### config.mk
export PLATFORM = sky130hd
export DESIGN_NAME = dac_spi_tx
export DESIGN_NICKNAME = d
export VERILOG_FILES = /design/src/rtl/dac_pkg.sv /design/src/rtl/spi_halfperiod_timer.sv /design/src/rtl/dac_spi_tx.sv
export SDC_FILE = /design/constraint.sdc
export NUM_CORES = 1
export LEC_CHECK = 0
export ABC_AREA = 1
export ABC_CLOCK_PERIOD_IN_PS = 4300
export CAP_MARGIN = 30
export CORE_MARGIN = 8
export CORE_UTILIZATION = 45
export CTS_BUF_LIST = sky130_fd_sc_hd__clkbuf_4
export CTS_CLUSTER_DIAMETER = 150
export DETAILED_ROUTE_END_ITERATION = 10
export PLACE_DENSITY = 0.68
export SYNTH_ARGS = -nofsm -noshare
export SYNTH_HDL_FRONTEND = slang
export SYNTH_SLANG_ARGS = --single-unit
### constraint.sdc
create_clock -name CLK50MHZ -period 4.3 [get_ports CLK50MHZ]
set_input_delay 1.29 -clock CLK50MHZ [delete_from_list [all_inputs] [get_ports CLK50MHZ]]
set_output_delay 1.29 -clock CLK50MHZ [all_outputs]
set_load 0.005 [all_outputs]
### src/rtl/dac_pkg.sv
// Shared definitions for the LTC2624-style quad DAC SPI transmitter.
// Holds the command and address codes, the 32-bit frame layout, the
// transmitter state encoding and a helper that packs one frame.
package dac_pkg;

  localparam int FRAME_BITS = 32;

  // Field positions inside the 32-bit frame (upper byte is always zero)
  localparam int CMD_LSB  = 20;
  localparam int ADDR_LSB = 16;
  localparam int DATA_LSB = 4;

  localparam logic [3:0] CMD_WRITE        = 4'b0000;
  localparam logic [3:0] CMD_UPDATE       = 4'b0001;
  localparam logic [3:0] CMD_WRITE_UPDATE = 4'b0011;
  localparam logic [3:0] CMD_POWER_DOWN   = 4'b0100;

  localparam logic [3:0] ADDR_A   = 4'h0;
  localparam logic [3:0] ADDR_B   = 4'h1;
  localparam logic [3:0] ADDR_C   = 4'h2;
  localparam logic [3:0] ADDR_D   = 4'h3;
  localparam logic [3:0] ADDR_ALL = 4'hF;

  typedef enum logic [2:0] {
    S_IDLE,
    S_LOW,
    S_HIGH,
    S_TAIL,
    S_HOLD,
    S_DONE
  } state_e;

  // Packs command/address/code into the frame; don't-care bits stay zero
  function automatic logic [FRAME_BITS-1:0] buildFrame(
    input logic [3:0]  cmd,
    input logic [3:0]  addr,
    input logic [11:0] code
  );
    logic [FRAME_BITS-1:0] f;
    f = '0;
    f[CMD_LSB  +: 4]  = cmd;
    f[ADDR_LSB +: 4]  = addr;
    f[DATA_LSB +: 12] = code;
    return f;
  endfunction

endpackage

### src/rtl/spi_halfperiod_timer.sv
// Half-period timer for the SPI serial clock.
// Ports:
//   clk_i    - system clock
//   rst_i    - synchronous active-high reset
//   load_i   - restart a fresh half-period starting next cycle
//   en_i     - count while high
//   expire_o - one-cycle strobe on the last cycle of each CLK_DIV-cycle period
module spi_halfperiod_timer #(
  parameter int CLK_DIV = 4
) (
  input  logic clk_i,
  input  logic rst_i,
  input  logic load_i,
  input  logic en_i,
  output logic expire_o
);

  localparam int              CW     = $clog2(CLK_DIV + 1);
  localparam logic [CW-1:0]   RELOAD = CW'(CLK_DIV - 1);

  logic [CW-1:0] cnt_q, cnt_d;

  // Counts down to zero and reloads itself, so back-to-back half-periods
  // need no extra load; it never goes below zero.
  always_comb begin
    cnt_d = cnt_q;
    if (load_i) begin
      cnt_d = RELOAD;
    end else if (en_i) begin
      cnt_d = (cnt_q == '0) ? RELOAD : cnt_q - 1'b1;
    end
  end

  always_ff @(posedge clk_i) begin
    if (rst_i) begin
      cnt_q <= '0;
    end else begin
      cnt_q <= cnt_d;
    end
  end

  assign expire_o = en_i && (cnt_q == '0);

endmodule

### src/rtl/dac_spi_tx.sv
// SPI transmitter for the serial quad 12-bit DAC (32-bit frame).
// Shifts one frame out MSB-first on a trigger, captures the DAC's SDO echo,
// and reports completion with a one-cycle done pulse.
// Ports:
//   CLK50MHZ, RST           - system clock, synchronous active-high reset
//   data/address/command    - frame contents, latched on an accepted trigger
//   dactrig                 - start request, honoured only when idle
//   dacdone                 - one-cycle completion pulse
//   dac_datareceived        - 32-bit word captured from DAC_OUT
//   busy                    - high while a frame is in progress
//   SPI_SCK/SPI_MOSI/DAC_CS - SPI bus (SCK idles low, CS active-low)
//   DAC_CLR                 - DAC clear, active-low, released after reset
//   DAC_OUT                 - serial echo from the DAC
module dac_spi_tx
  import dac_pkg::*;
#(
  parameter int CLK_DIV = 4,
  parameter int CS_HOLD = 2
) (
  input  logic        CLK50MHZ,
  input  logic        RST,
  input  logic [11:0] data,
  input  logic [3:0]  address,
  input  logic [3:0]  command,
  input  logic        dactrig,
  output logic        dacdone,
  output logic [31:0] dac_datareceived,
  output logic        busy,
  output logic        SPI_SCK,
  output logic        DAC_CS,
  output logic        DAC_CLR,
  output logic        SPI_MOSI,
  input  logic        DAC_OUT
);

  localparam int                HOLD_W      = $clog2(CS_HOLD + 1);
  localparam logic [HOLD_W-1:0] HOLD_RELOAD = HOLD_W'(CS_HOLD - 1);
  localparam logic [5:0]        BIT_COUNT   = 6'(FRAME_BITS);

  state_e                  state_q, state_d;
  logic [FRAME_BITS-1:0]   tx_q, tx_d;
  logic [FRAME_BITS-1:0]   rx_q, rx_d;
  logic [FRAME_BITS-1:0]   rxWord_q, rxWord_d;
  logic [5:0]              bits_q, bits_d;
  logic [HOLD_W-1:0]       hold_q, hold_d;
  logic                    clr_q;
  logic                    timerLoad;
  logic                    inFrame;
  logic                    halfExpire;

  assign inFrame = (state_q == S_LOW) || (state_q == S_HIGH) || (state_q == S_TAIL);

  // LOW, HIGH and TAIL are all one half-period long and follow each other
  // directly, so a single free-running timer started at the trigger paces them.
  spi_halfperiod_timer #(
    .CLK_DIV (CLK_DIV)
  ) u_timer (
    .clk_i    (CLK50MHZ),
    .rst_i    (RST),
    .load_i   (timerLoad),
    .en_i     (inFrame),
    .expire_o (halfExpire)
  );

  // Next-state and datapath updates. The echo bit is taken as SCK rises
  // (LOW->HIGH), the TX register shifts as SCK falls so MOSI settles a full
  // low half-period before the next rising edge.
  always_comb begin
    state_d   = state_q;
    tx_d      = tx_q;
    rx_d      = rx_q;
    rxWord_d  = rxWord_q;
    bits_d    = bits_q;
    hold_d    = hold_q;
    timerLoad = 1'b0;

    case (state_q)
      S_IDLE: begin
        if (dactrig) begin
          tx_d      = buildFrame(command, address, data);
          rx_d      = '0;
          bits_d    = BIT_COUNT;
          timerLoad = 1'b1;
          state_d   = S_LOW;
        end
      end
      S_LOW: begin
        if (halfExpire) begin
          rx_d    = {rx_q[FRAME_BITS-2:0], DAC_OUT};
          state_d = S_HIGH;
        end
      end
      S_HIGH: begin
        if (halfExpire) begin
          bits_d = bits_q - 6'd1;
          if (bits_q != 6'd1) begin
            tx_d    = {tx_q[FRAME_BITS-2:0], 1'b0};
            state_d = S_LOW;
          end else begin
            state_d = S_TAIL;
          end
        end
      end
      S_TAIL: begin
        if (halfExpire) begin
          hold_d  = HOLD_RELOAD;
          state_d = S_HOLD;
        end
      end
      S_HOLD: begin
        if (hold_q == '0) begin
          rxWord_d = rx_q;
          state_d  = S_DONE;
        end else begin
          hold_d = hold_q - 1'b1;
        end
      end
      S_DONE: begin
        state_d = S_IDLE;
      end
      default: begin
        state_d = S_IDLE;
      end
    endcase
  end

  // State and datapath registers; DAC_CLR is held low only while in reset
  always_ff @(posedge CLK50MHZ) begin
    if (RST) begin
      state_q  <= S_IDLE;
      tx_q     <= '0;
      rx_q     <= '0;
      rxWord_q <= '0;
      bits_q   <= '0;
      hold_q   <= '0;
      clr_q    <= 1'b0;
    end else begin
      state_q  <= state_d;
      tx_q     <= tx_d;
      rx_q     <= rx_d;
      rxWord_q <= rxWord_d;
      bits_q   <= bits_d;
      hold_q   <= hold_d;
      clr_q    <= 1'b1;
    end
  end

  assign SPI_SCK          = (state_q == S_HIGH);
  assign DAC_CS           = ~inFrame;
  assign SPI_MOSI         = tx_q[FRAME_BITS-1];
  assign busy             = (state_q != S_IDLE);
  assign dacdone          = (state_q == S_DONE);
  assign DAC_CLR          = clr_q;
  assign dac_datareceived = rxWord_q;

endmodule
==> results.ini <==
[power]
pwr-share-comb_pct = 37.8
leakagePower_nw = 2.29
vdd_ir_drop_max_mv = 0.257
p_switching_w = 0.00133
pwr-share-clk_pct = 16.5
p_per_area_nw_per_um2 = 628
seq_power_share_pct = 45.8
internal_power_w = 0.00195
swShare_pct = 40.6

[sta]
final.setup.tns_ps = 0
worst_slew_pin_slew_ps = 882
hold_viol_final = 0
timing.fmax_ghz = 0.289
slew_headroom_pct = 41.2
skew_ps = 25.5
setup_viol = 0
fin_hold_ws_ps = 479
rsz0062_at_grt = false
slew_violations = 0
post-route-min-period_ps = 3460
period_share_pct = 80.4

[worst_hold_path]
worst_hold_path_type = register to register

[cells_and_area]
n_fill_cell = 976
drive_gt1_share_pct = 6.18
regArea_sq_um = 2140
antenna_cells = 0
multi_input_area_sq_um = 2020
layout_common_cells = nor2_1 (164), dfxtp_1 (107), o21ai_0 (86), nand2_1 (82), clkdlybuf4s50_1 (61)
final_cells = 780
layout.nets = 672
area_growth_pct = 16.7
final_common_cell = nor2_1

[cts]
cts_tree = built
clk_path_buf_depth = 2
postCtsSetupBuffers = 0
post_cts_resized = 0
holdBufCountCts = 0
cts_made_buffers = 9
worstSkewPairLatency_ps = 460
cts_max_level = 3
root_buffer = clkbuf_4
path_clk_slew_ps = 160
cts.sinks = 107

[global_routing]
grt_max_degree = 58
grt.total_usage_pct = 14.9
grt_overflow = 0
grt_pass1_vias = 3729
grt_pass1_wl_mm = 16.6
grt_antenna_before_repair = 0

[floorplan]
fp.dieArea_sq_um = 13400
rows = 36
die-width_um = 116
dieHeight_um = 116
coreArea_sq_um = 9730
pin_count = 62
start_util_pct = 46.0

[place]
dp_cells = 764
gp_congestion = 0.816
hpwl_mm = 6.23
io_buffer_count = 61

[route]
postRouteAntennaNets = 0
vias_per_cell = 5.02
wirelength_mm = 9.69
drt_iter0_drc = 301
vias = 3919
wl_per_cell_um = 12.4
firstDrtPassIters = 4
drc = 0

[logic_synthesis]
ys_ff_latch = 107
syn-instance-count = 604
ys_warn_count = 0
synth_seq_area_share_pct = 47.9
syn_area_per_cell_sq_um = 7.41
synth_fp_nets = 634
syn_area_sq_um = 4480
yosysUniqueCellTypes = 30

[critical_path]
critical_path_arrival_ps = 2170
worstSetupEndpointType = output pin
crit_type = register to output pin
startpoint_type = register
crit_required_ps = 3010
critPathMaxFanout = 30

[job]
max_cap_violations = 0

[run_status]
status = completed

-- kinds of logic after synthesis --
logic type                 Yosys count  synth area share, %
buffers and inverters               63                 6.99
and+or+nand+nor                    278                 26.1
adders and majority gates            6                 1.68
DFF                                107                 47.9
AOI/OAI and AO/OA                  150                 17.4
-- power groups by stage --
stage	sequential [W]	combinational, W	clock [W]
CTS	0.00150	0.00125	0.000562
finish	0.00150	0.00124	0.000540
global placement	0.00151	0.00120	0
detailed placement	0.00152	0.00125	0
global route	0.00154	0.00143	0.000602
floorplan	0.00146	0.00103	0
-- registers in the layout, indices dropped and copies added (netlist names) --
name / count
DAC_CLR: 1
bits_q: 6
dac_datareceived: 32
hold_q: 2
rx_q: 32
state_q: 3
tx_q: 28
u_timer.cnt_q: 3
-- worst paths after layout --
kind         slack, ps  endpoint        from  cells past startpoint
min reg2reg        480   tx_q[4]     tx_q[4]                      2
max                840   SPI_SCK  state_q[1]                      4
max reg2reg       1810  rx_q[12]  state_q[0]                      7
min                480   tx_q[4]     tx_q[4]                      2
-- critical path, cell delays in order (launching register included) --
cell             delay (ps)
dfxtp_1                 570
inv_2                   130
nor3_4                  130
buf_4                   330
clkdlybuf4s50_1         570
-- per-stage QoR --
stage	utilization, %	area [sq um]	setup slack, ps	total power (W)
after floorplan	-	4480	1980	0.00249
after global placement	52.1	5070	1040	0.00271
after detailed placement	52.1	5070	928	0.00276
after CTS	53.7	5220	797	0.00331
after global routing	53.7	5220	678	0.00356
final	53.7	5220	844	0.00328
-- metal layers --
layer	GRT usage, %	up-vias	part of all wire [%]
met3	4.27	13	5.3
met2	24.5	75	46
met5	0	-	0
met4	6.22	0	1.4
li1	-	2035	-
met1	17.9	1796	48
-- final cells by class --
type | count | share of cell area (%)
flip-flops and latches | 107 | 41.0
multi-input cells | 434 | 38.7
inverters | 27 | 1.99
well taps | 133 | 3.19
clock inverters | 6 | 1.46
repair buffers | 63 | 12.2
clock buffers | 10 | 1.44
-- cell usage after synthesis --
library cell,count,share of area (%)
a21oi_2,1,0.20
nand3_1,14,1.6
o21ai_0,86,9.6
a211oi_1,1,0.17
nor3b_1,1,0.17
or2_2,1,0.14
nor3_1,2,0.22
nand3_4,2,0.78
ha_1,6,1.7
nand4_1,2,0.28
nand2_4,2,0.50
nor2_4,3,0.75
dfxtp_1,107,48
buf_4,2,0.34
buf_6,6,1.5
nand2_1,82,6.9
nand3_2,1,0.22
inv_1,20,1.7
a21oi_1,40,4.5
o21bai_1,1,0.17
a22oi_1,8,1.3
o21ai_1,13,1.5
clkbuf_2,5,0.56
buf_2,12,1.3
clkbuf_1,11,0.92
inv_2,6,0.50
nor3_4,1,0.36
inv_4,1,0.14
nand2_2,3,0.42
nor2_1,164,14
Note: power is estimated with default switching activity, not from simulation.
